[src/rtl/i2c_cfg_seq_pkg.sv]
// i2c_cfg_pkg: shared definitions for the I2C configuration sequencer.
// Holds the FSM state encoding, the table-entry field map and the R/W bit.
package i2c_cfg_pkg;

  // Sequencer FSM states
  typedef enum logic [3:0] {
    ST_IDLE   = 4'd0,
    ST_FETCH  = 4'd1,
    ST_A_REQ  = 4'd2,
    ST_A_WAIT = 4'd3,
    ST_R_WAIT = 4'd4,
    ST_D_WAIT = 4'd5,
    ST_STOP   = 4'd6,
    ST_GAP    = 4'd7,
    ST_FINISH = 4'd8
  } state_e;

  // Table entry layout: {last, dev[6:0], reg[7:0], data[7:0]}
  localparam int ENTRY_W  = 24;
  localparam int LAST_BIT = 23;
  localparam int DEV_MSB  = 22;
  localparam int DEV_LSB  = 16;
  localparam int REG_MSB  = 15;
  localparam int REG_LSB  = 8;
  localparam int DATA_MSB = 7;
  localparam int DATA_LSB = 0;

  // R/W bit appended to the 7-bit device address (0 = write)
  localparam logic RW_WRITE = 1'b0;

  // Address byte for a write transaction to the entry's device
  function automatic logic [7:0] addr_byte(input logic [ENTRY_W-1:0] e);
    return {e[DEV_MSB:DEV_LSB], RW_WRITE};
  endfunction

  // Register-pointer byte of an entry
  function automatic logic [7:0] reg_byte(input logic [ENTRY_W-1:0] e);
    return e[REG_MSB:REG_LSB];
  endfunction

  // Data byte of an entry
  function automatic logic [7:0] data_byte(input logic [ENTRY_W-1:0] e);
    return e[DATA_MSB:DATA_LSB];
  endfunction

endpackage

[src/rtl/i2c_cfg_seq_if.sv]
// i2c_cfg_seq_if: command/status bus between the configuration sequencer
// and the I2C byte master. The sequencer drives commands through the
// master modport; the byte master answers through the slave modport.
interface i2c_cfg_seq_if;

  logic       m_start;
  logic       m_stop;
  logic       m_write;
  logic       m_read;
  logic       m_ack_in;
  logic [7:0] m_data_in;
  logic       m_done;
  logic       m_busy;
  logic       m_ack_err;

  modport master (
    output m_start, m_stop, m_write, m_read, m_ack_in, m_data_in,
    input  m_done, m_busy, m_ack_err
  );

  modport slave (
    input  m_start, m_stop, m_write, m_read, m_ack_in, m_data_in,
    output m_done, m_busy, m_ack_err
  );

endinterface

[src/rtl/i2c_cfg_seq.sv]
// i2c_cfg_seq: walks a register table and writes each entry to an I2C
// device as START, {dev,W}, reg, data, STOP through an external byte master.
// NACKed entries are retried up to MAX_RETRY times; an entry that keeps
// failing ends the run with err set and its index in err_idx.
module i2c_cfg_seq
  import i2c_cfg_pkg::*;
#(
  parameter int unsigned IDX_W     = 5,
  parameter int unsigned MAX_RETRY = 2,
  parameter int unsigned GAP_TICKS = 4
) (
  input  logic               clk,
  input  logic               reset,
  input  logic               tick,
  input  logic               go,
  output logic [IDX_W-1:0]   tbl_addr,
  input  logic [ENTRY_W-1:0] tbl_entry,
  output logic               busy,
  output logic               done,
  output logic               err,
  output logic [IDX_W-1:0]   err_idx,
  i2c_cfg_seq_if.master      m
);

  localparam int unsigned RTY_W = $clog2(MAX_RETRY + 1) + 1;
  localparam int unsigned GAP_W = $clog2(GAP_TICKS + 1) + 1;
  localparam logic [RTY_W-1:0] RTY_LIM = RTY_W'(MAX_RETRY);
  localparam logic [GAP_W-1:0] GAP_LIM = GAP_W'(GAP_TICKS);

  state_e             r_state;
  logic [IDX_W-1:0]   r_idx;
  logic [RTY_W-1:0]   r_retry;
  logic [GAP_W-1:0]   r_gap;
  logic               r_nack;
  logic [ENTRY_W-1:0] r_entry;
  logic               r_busy;
  logic               r_done;
  logic               r_err;
  logic [IDX_W-1:0]   r_err_idx;
  logic               r_start;
  logic               r_stop;
  logic               r_write;
  logic               r_ack_in;
  logic [7:0]         r_data;

  assign tbl_addr    = r_idx;
  assign busy        = r_busy;
  assign done        = r_done;
  assign err         = r_err;
  assign err_idx     = r_err_idx;
  assign m.m_start   = r_start;
  assign m.m_stop    = r_stop;
  assign m.m_write   = r_write;
  assign m.m_read    = 1'b0;
  assign m.m_ack_in  = r_ack_in;
  assign m.m_data_in = r_data;

  // Sequencer FSM: every output is a register updated on the transition
  // into the state that needs it, so the next byte or STOP request is
  // already on the bus one cycle after m_done, ahead of the next tick.
  always_ff @(posedge clk) begin
    if (reset) begin
      r_state   <= ST_IDLE;
      r_idx     <= '0;
      r_retry   <= '0;
      r_gap     <= '0;
      r_nack    <= 1'b0;
      r_entry   <= '0;
      r_busy    <= 1'b0;
      r_done    <= 1'b0;
      r_err     <= 1'b0;
      r_err_idx <= '0;
      r_start   <= 1'b0;
      r_stop    <= 1'b0;
      r_write   <= 1'b0;
      r_ack_in  <= 1'b0;
      r_data    <= 8'h00;
    end else begin
      r_done   <= 1'b0;
      r_ack_in <= 1'b1;
      case (r_state)
        ST_IDLE: begin
          // a go coinciding with the done pulse belongs to the old run
          if (go && !r_done) begin
            r_err     <= 1'b0;
            r_err_idx <= '0;
            r_idx     <= '0;
            r_retry   <= '0;
            r_nack    <= 1'b0;
            r_busy    <= 1'b1;
            r_state   <= ST_FETCH;
          end
        end
        ST_FETCH: begin
          r_entry <= tbl_entry;
          r_start <= 1'b1;
          r_write <= 1'b1;
          r_data  <= addr_byte(tbl_entry);
          r_state <= ST_A_REQ;
        end
        ST_A_REQ: begin
          // hold START until the master has taken the transaction
          if (m.m_busy) begin
            r_start <= 1'b0;
            r_state <= ST_A_WAIT;
          end
        end
        ST_A_WAIT: begin
          if (m.m_done) begin
            if (m.m_ack_err) begin
              r_nack  <= 1'b1;
              r_stop  <= 1'b1;
              r_state <= ST_STOP;
            end else begin
              r_data  <= reg_byte(r_entry);
              r_state <= ST_R_WAIT;
            end
          end
        end
        ST_R_WAIT: begin
          if (m.m_done) begin
            if (m.m_ack_err) begin
              r_nack  <= 1'b1;
              r_stop  <= 1'b1;
              r_state <= ST_STOP;
            end else begin
              r_data  <= data_byte(r_entry);
              r_state <= ST_D_WAIT;
            end
          end
        end
        ST_D_WAIT: begin
          if (m.m_done) begin
            r_nack  <= m.m_ack_err;
            r_stop  <= 1'b1;
            r_state <= ST_STOP;
          end
        end
        ST_STOP: begin
          if (m.m_done) begin
            r_stop  <= 1'b0;
            r_write <= 1'b0;
            r_gap   <= '0;
            r_state <= ST_GAP;
          end
        end
        ST_GAP: begin
          if (r_gap >= GAP_LIM) begin
            r_nack <= 1'b0;
            if (r_nack && (r_retry < RTY_LIM)) begin
              r_retry <= r_retry + RTY_W'(1);
              r_start <= 1'b1;
              r_write <= 1'b1;
              r_data  <= addr_byte(r_entry);
              r_state <= ST_A_REQ;
            end else if (r_nack) begin
              r_err     <= 1'b1;
              r_err_idx <= r_idx;
              r_state   <= ST_FINISH;
            end else if (r_entry[LAST_BIT]) begin
              r_state <= ST_FINISH;
            end else begin
              // index wraps naturally; a table with no last entry loops
              r_idx   <= r_idx + IDX_W'(1);
              r_retry <= '0;
              r_state <= ST_FETCH;
            end
          end else if (tick) begin
            r_gap <= r_gap + GAP_W'(1);
          end
        end
        ST_FINISH: begin
          r_done  <= 1'b1;
          r_busy  <= 1'b0;
          r_state <= ST_IDLE;
        end
        default: begin
          r_start <= 1'b0;
          r_stop  <= 1'b0;
          r_write <= 1'b0;
          r_busy  <= 1'b0;
          r_state <= ST_IDLE;
        end
      endcase
    end
  end

endmodule

[src/flat_wrapper.sv]
// flat-port wrapper written by rule: the top's interface ports become plain ports
module i2c_cfg_seq_flat import i2c_cfg_pkg::*;
#(
  parameter int unsigned IDX_W     = 5,
  parameter int unsigned MAX_RETRY = 2,
  parameter int unsigned GAP_TICKS = 4
)
  (clk, reset, tick, go, tbl_addr, tbl_entry, busy, done, err, err_idx, m_m_start, m_m_stop, m_m_write, m_m_read, m_m_ack_in, m_m_data_in, m_m_done, m_m_busy, m_m_ack_err);
  i2c_cfg_seq_if m_i ();
  input  logic clk;
  input  logic reset;
  input  logic tick;
  input  logic go;
  output logic [IDX_W-1:0] tbl_addr;
  input  logic [ENTRY_W-1:0] tbl_entry;
  output logic busy;
  output logic done;
  output logic err;
  output logic [IDX_W-1:0] err_idx;
  output wire logic [$bits(m_i.m_start)-1:0] m_m_start;
  output wire logic [$bits(m_i.m_stop)-1:0] m_m_stop;
  output wire logic [$bits(m_i.m_write)-1:0] m_m_write;
  output wire logic [$bits(m_i.m_read)-1:0] m_m_read;
  output wire logic [$bits(m_i.m_ack_in)-1:0] m_m_ack_in;
  output wire logic [$bits(m_i.m_data_in)-1:0] m_m_data_in;
  input wire logic [$bits(m_i.m_done)-1:0] m_m_done;
  input wire logic [$bits(m_i.m_busy)-1:0] m_m_busy;
  input wire logic [$bits(m_i.m_ack_err)-1:0] m_m_ack_err;
  assign m_m_start = m_i.m_start;
  assign m_m_stop = m_i.m_stop;
  assign m_m_write = m_i.m_write;
  assign m_m_read = m_i.m_read;
  assign m_m_ack_in = m_i.m_ack_in;
  assign m_m_data_in = m_i.m_data_in;
  assign m_i.m_done = m_m_done;
  assign m_i.m_busy = m_m_busy;
  assign m_i.m_ack_err = m_m_ack_err;
  i2c_cfg_seq #(.IDX_W(IDX_W), .MAX_RETRY(MAX_RETRY), .GAP_TICKS(GAP_TICKS)) u_core (.clk(clk), .reset(reset), .tick(tick), .go(go), .tbl_addr(tbl_addr), .tbl_entry(tbl_entry), .busy(busy), .done(done), .err(err), .err_idx(err_idx), .m(m_i));
endmodule
[config.mk]
export PLATFORM = sky130hd
export DESIGN_NAME = i2c_cfg_seq_flat
export DESIGN_NICKNAME = d
export VERILOG_FILES = /design/src/rtl/i2c_cfg_seq_pkg.sv /design/src/rtl/i2c_cfg_seq_if.sv /design/src/rtl/i2c_cfg_seq.sv /design/src/flat_wrapper.sv
export SDC_FILE = /design/constraint.sdc
export NUM_CORES = 1
export LEC_CHECK = 0
export ABC_AREA = 0
export CAP_MARGIN = 20
export CORE_MARGIN = 1
export CORE_UTILIZATION = 47
export DETAILED_ROUTE_END_ITERATION = 7
export GPL_TIMING_DRIVEN = 0
export PLACE_DENSITY = 0.86
export REMOVE_ABC_BUFFERS = 1
export SLEW_MARGIN = 25
export SYNTH_ARGS = -nofsm -noshare
export SYNTH_HDL_FRONTEND = slang
export SYNTH_SLANG_ARGS = --single-unit
[constraint.sdc]
create_clock -name clk -period 1.6 [get_ports clk]
set_input_delay 0.32 -clock clk [delete_from_list [all_inputs] [get_ports clk]]
set_output_delay 0.32 -clock clk [all_outputs]
set_load 0.02 [all_outputs]
# After elaboration in Yosys (flattened, before gate mapping)
# Cells that the tools add are included.
classes:
  add_sub_neg: 3
  n_lt_le_gt_ge: 2
  eq_ne: 28
  muxes: 62
  n_bitwise: 4
  reduce_logical: 24
op_table:
  columns: ["operator", "n"]
  rows:
  - ["4-bit 2-to-1 mux", 13]
  - ["8-bit 2-to-1 mux", 6]
  - ["5-bit 2-to-1 mux", 8]
  - ["4-bit one-hot mux with 8 select lines", 1]
  - ["8-bit one-hot mux with 4 select lines", 1]
  - ["2-bit inequality test, second input constant", 12]
  - ["5-bit one-hot mux with 2 select lines", 2]
  - ["4-bit by 3-bit equality test with 1-bit output, second input constant", 4]
  - ["1-bit 2-to-1 mux", 16]
  - ["1-bit one-hot mux with 4 select lines", 4]
  - ["3-bit 2-to-1 mux", 5]
  - ["5-bit AND reduction", 3]
  - ["7-bit AND reduction", 2]
  - ["2-bit by 1-bit inequality test with 1-bit output, second input constant", 6]
  - ["4-bit AND reduction", 3]
  - ["6-bit AND reduction", 2]
  - ["6-bit OR reduction", 2]
  - ["4-bit by 2-bit equality test with 1-bit output, second input constant", 2]
  - ["4-bit one-hot mux with 2 select lines", 1]
  - ["4-bit nonzero test", 2]
  - ["7-bit OR reduction", 1]
  - ["3-bit inequality test, second input constant", 2]
  - ["3-bit one-hot mux with 2 select lines", 1]
  - ["5-bit by 1-bit adder with 5-bit output, second input constant", 1]
  - ["16 further kinds", 23]
word_totals:
  regBits: 61
  inputBits: 31
  output_inout_bits: 26
  word_cells: 138

# Logic depth before layout (Yosys ltp)
depth:
  ltp_word: 6
  depth_mapped: 8
  ltp_nobuf: 5

# Least setup slack after synthesis
# OpenSTA, ideal clock, no wires.
synth_timing:
  path_kind: "input port to flip-flop"
  start: "input m_m_ack_err"
  end: "register u_core.r_data[5] (netlist: u_core.m.m_data_in[5])"
  setup_ps: 79
  arrival_ps: 1602
  required_ps: 1521
  slack_ps: -81
  path_stages: 7
  n_path_buf: 2
  path_cell_list: "clkbuf_1 -> nor4b_2 -> a31oi_1 -> nor4b_4 -> buf_6 -> nor2_1 -> a211oi_2"
synth_between:
  elab_chain_cells: 2
  elab_cells_between_ends: 3
  cone_classes: "eq/ne (2); reduce/logical (1)"
synth_lines:
  columns: ["element", "line", "source"]
  rows:
  - ["start: declaration", "flat_wrapper.sv:28", "input wire logic [$bits(m_i.m_ack_err)-1:0] m_m_ack_err;"]
  - ["2-bit inequality test (no line)", null, null]
  - ["7-bit AND reduction (no line) *", null, null]
  - ["end signal: assignment", "i2c_cfg_seq.sv:98", "r_data <= addr_byte(tbl_entry);"]
  - ["end signal: assignment", "i2c_cfg_seq.sv:115", "r_data <= reg_byte(r_entry);"]
  - ["end signal: assignment", "i2c_cfg_seq.sv:127", "r_data <= data_byte(r_entry);"]
  - ["end: declaration", "i2c_cfg_seq.sv:44", "logic [7:0] r_data;"]
# Mark *: on every way between the ends. The rest lies on a longest branch, timed or not.
# A chain may end at the register's enable or synchronous reset.

# Worst setup path in the final report
layout_timing:
  start: "register u_core.r_state[1]"
  end: "register u_core.r_stop (netlist: u_core.m.m_stop)"
layout_between:
  elab_chain_cells: 4
  elab_cells_between_ends: 18
  cone_classes: "eq/ne (12); mux (1); bitwise (1); reduce/logical (4)"
layout_lines:
  columns: ["element", "line", "source"]
  rows:
  - ["start: declaration", "i2c_cfg_seq.sv:30", "state_e r_state;"]
  - ["start signal: assignment", "i2c_cfg_seq.sv:63", "r_state <= ST_IDLE;"]
  - ["start signal: assignment", "i2c_cfg_seq.sv:91", "r_state <= ST_FETCH;"]
  - ["start signal: assignment", "i2c_cfg_seq.sv:99", "r_state <= ST_A_REQ;"]
  - ["4-bit by 2-bit equality test with 1-bit output (tied with other cells)", "i2c_cfg_seq.sv:81", "case (r_state)"]
  - ["2-bit OR reduction (no line) / 5-bit OR reduction (equally long branches)", null, null]
  - ["2-bit by 1-bit inequality test with 1-bit output (no line) / 1-bit NOT (equally long branches)", null, null]
  - ["5-bit AND reduction (no line)", null, null]
  - ["end signal: assignment", "i2c_cfg_seq.sv:74", "r_stop <= 1'b0;"]
  - ["end signal: assignment", "i2c_cfg_seq.sv:112", "r_stop <= 1'b1;"]
  - ["end signal: assignment", "i2c_cfg_seq.sv:124", "r_stop <= 1'b1;"]
  - ["end: declaration", "i2c_cfg_seq.sv:41", "logic r_stop;"]
# Several ways; a longest one is shown, not always the timed one.

==> flow_summary.json <==
{
  "worstReg2RegStart": "u_core.r_state[1]",
  "ys_top_cells_by_area": "sky130_fd_sc_hd__dfxtp_1 (40%), sky130_fd_sc_hd__nand2_1 (9.6%), sky130_fd_sc_hd__a21oi_1 (7.3%)",
  "timing.final.hold_violations": 0,
  "synth.largest_area_cell": "sky130_fd_sc_hd__dfxtp_1",
  "synth_edf_count": 0,
  "layout-drive-gt1-share_pct": 22.9,
  "remaining_drc_errors": 0,
  "clockBufferDepth": 2,
  "ys_top_cells_by_count": "sky130_fd_sc_hd__nand2_1 (79), sky130_fd_sc_hd__dfxtp_1 (61), sky130_fd_sc_hd__a21oi_1 (45), sky130_fd_sc_hd__nor2_1 (22), sky130_fd_sc_hd__nand3_1 (18)",
  "hold_buffer_count_at_cts": 0,
  "worst_hold_startpoint": "reset",
  "synth-seq-area-share_pct": 39.7,
  "place.detailed.hpwl_um": 4920,
  "drv_cap": 0,
  "ioPinCount": 57,
  "grt_overflow": 0,
  "port_buffers": 55,
  "cts.sinks": 61,
  "synth.yosys.warnings": 0,
  "grt_setup_unrepaired": "true",
  "hold_class": "input pin to register",
  "ctsRootBufferMaster": "sky130_fd_sc_hd__clkbuf_8",
  "library_cell_with_the_highest_instance_count_after_synthesis": "sky130_fd_sc_hd__nand2_1",
  "finalPower_mw": 7.26,
  "timing.critical_path.arrival_ps": 2200,
  "irDropWorstVdd_v": 0.000884,
  "area.growth.synth_to_final_pct": 43.3,
  "power_per_cell_area_nw_per_um2": 1650,
  "globalRouteTotalUtil_pct": 25.3,
  "worst_clock_skew_ps": 4.88,
  "failed_checks": "negative setup slack",
  "critical_path_class": "register to register",
  "clkPwrFrac_pct": 21.1,
  "gp_congestion": 0.856,
  "holdWs_ps": 380,
  "async_flop_share_pct": 0,
  "synth_ff_type": "sky130_fd_sc_hd__dfxtp_1",
  "tritoncts": "yes",
  "final_max_slew_viol_count": 0,
  "design.final.nets": 501,
  "crit_path_frequent_cell": "sky130_fd_sc_hd__nor3_1",
  "antenna_violations_before_repair": 0,
  "clkLatencyLatePin_ps": 350,
  "yosys_register_bits": 61,
  "netSwitchingPower_mw": 2.90,
  "fillerInstances": 487,
  "placeableCoreArea_um2": 6350,
  "worst_ep_required_time_ps": 1840,
  "netlist_area_um2": 3080,
  "synthDominantCellAreaShare_pct": 39.7,
  "cts.htree.levels": 3,
  "timing.critical_path.slowest_cell_delay_ps": 390,
  "routed_wirelength_um": 10500,
  "power.switching_fraction_pct": 39.9,
  "viasPerCell": 6.32,
  "leak_pwr_nw": 1.77,
  "layout_min_cycle_time_ps": 1950,
  "via_count": 3462,
  "worst_slew_pin_slew_ps": 520,
  "outcome": "complete, but fails checks",
  "synth_cell_type_count": 61,
  "clkSlewWorstSetupHoldPaths_ps": 60,
  "die_h_um": 82.9,
  "synthCells": 395,
  "initial_core_util_pct": 48.5,
  "clock.fmax_mhz": 512,
  "global_route_wire_length_before_repair_um": 14100,
  "timing.critical_path.to_type": "register",
  "power_report.internal_total_mw": 4.36,
  "antennaDiodeCount": 0,
  "chipWidth_um": 82.9,
  "p_comb_share_pct": 50.9,
  "cts_made_buffers": 9,
  "timing.final.setup_violations": 29,
  "drt_iter0_markers": 456,
  "highest_fanout_seen_on_the_critical_path": 18,
  "critPathLaunch": "u_core.r_state[1]",
  "pwr-share-seq_pct": 28.0,
  "drt-pass1-iter-count": 5,
  "grt_pass1_vias": 3005,
  "portion_of_the_clock_cycle_consumed_by_the_worst_path_in_the_final_layout_pct": 122,
  "maximum_number_of_pins_on_one_net_before_global_route_repair": 42,
  "fp.dieArea_um2": 6880,
  "crit_path_start_kind": "register",
  "final_critical_path_setup_slack_ps": -352,
  "rows": 29,
  "crit_path_cell_trace": "buf_4 > buf_6 > nor3_1 > nor3_1 > o21ai_0 > o2111ai_1 > a21oi_1",
  "timing.max_slew.rel_slack_pct": 65.3,
  "critical_path.slowest_cell": "sky130_fd_sc_hd__dfxtp_4",
  "average_routed_wire_per_standard_cell_um": 19.2,
  "drtAntennaViolNets": 0,
  "synth.avg_cell_area_um2": 7.79
}
registers in the layout, indices dropped and copies added, names as in the netlist, 3 cells and up:
signal / cells
u_core.r_entry: 24
u_core.r_gap: 4
u_core.err_idx: 5
u_core.r_retry: 3
u_core.tbl_addr: 5
u_core.m.m_data_in: 8
u_core.r_state: 4
per-layer routing:
layer / global-route usage, % / part of all wire (%)
met5: 0 / 0
met3: 5.57 / 8.5
met4: 16.5 / 5.9
met1: 29.1 / 38
met2: 42.3 / 48
final timing paths:
kind | to | slack, ps | depth (start not counted)
max | u_core.m.m_stop | -350 | 7
min | u_core.r_gap[0] | 380 | 2
max reg2reg | u_core.m.m_stop | -350 | 7
min reg2reg | u_core.r_entry[16] | 460 | 2
worst max-delay path: cells and delay by family (launching register included):
family / cells / cell delay, ps
DFF: 1 / 390
AOI/OAI and AO/OA: 3 / 830
and+or+nand+nor: 2 / 330
buffers and inverters: 2 / 300
final cells by class:
class | count | area, um2 | share of cell area, %
multi-input combinational | 291 | 1920 | 43.6
timing repair buffer | 94 | 897 | 20.3
tap | 77 | 96.3 | 2.18
clock buffer | 11 | 141 | 3.21
sequential | 61 | 1240 | 28.0
inverter | 10 | 45.0 | 1.02
clock inverter | 4 | 72.6 | 1.65
layout by cell type (no fill, tap or decap), types with 5 or more instances in the layout:
| cell type | n |
|---|---|
| sky130_fd_sc_hd__nand2_1 | 78 |
| sky130_fd_sc_hd__dfxtp_1 | 57 |
| sky130_fd_sc_hd__a21oi_1 | 41 |
| sky130_fd_sc_hd__clkdlybuf4s50_1 | 28 |
| sky130_fd_sc_hd__buf_4 | 26 |
| sky130_fd_sc_hd__dlygate4sd2_1 | 25 |
| sky130_fd_sc_hd__nor2_1 | 18 |
| sky130_fd_sc_hd__nand3_1 | 14 |
| sky130_fd_sc_hd__o21ai_0 | 13 |
| sky130_fd_sc_hd__clkbuf_8 | 10 |
| sky130_fd_sc_hd__nor3_1 | 9 |
| sky130_fd_sc_hd__buf_6 | 8 |
| sky130_fd_sc_hd__inv_1 | 7 |
| sky130_fd_sc_hd__nand4_1 | 6 |
| sky130_fd_sc_hd__mux2i_1 | 6 |
| sky130_fd_sc_hd__a22o_1 | 6 |
| sky130_fd_sc_hd__a222oi_1 | 5 |
| sky130_fd_sc_hd__a211oi_1 | 5 |
what timing repair did:
action	CTS	global route
endpoints found under the setup margin	81	54
pin swaps	4	14
setup buffers	16	22
gates cloned	0	1
resized for setup	60	44
cell families (layout without fill, tap and decap cells):
| group | Yosys count | count (layout) | share of synthesized area, % |
|---|---|---|---|
| mux | 6 | 6 | 1.95 |
| fa+ha+maj | 3 | 3 | 1.22 |
| flops | 61 | 61 | 39.7 |
| other cells | 1 | 1 | 0.122 |
| compound gates | 107 | 107 | 22.4 |
| xor+xnor | 1 | 1 | 0.285 |
| buf+inv | 44 | 119 | 6.63 |
| simple gates | 172 | 173 | 27.7 |
stage by stage:
step,std cells,setup slack [ps],utilization [%],setup TNS (ps),instance area [um2]
2_1_floorplan,361,-673,-,-24210,2910
3_3_place_gp,493,-1740,56.0,-67860,3560
3_5_place_dp,494,-1190,56.3,-49820,3570
4_1_cts,525,-72.6,63.4,-580,4030
5_1_grt,548,-369,69.5,-5420,4410
6_report,548,-352,69.5,-3390,4410
power by group through the flow:
stage,Sequential (mW),Clock (mW),Combinational (mW)
2_1_floorplan,2.24,0,1.39
3_3_place_gp,2.20,0,2.11
3_5_place_dp,2.22,0,2.17
4_1_cts,2.13,1.51,2.53
5_1_grt,2.05,1.58,3.92
6_report,2.03,1.53,3.69
Power figures use the tool's default switching activity.
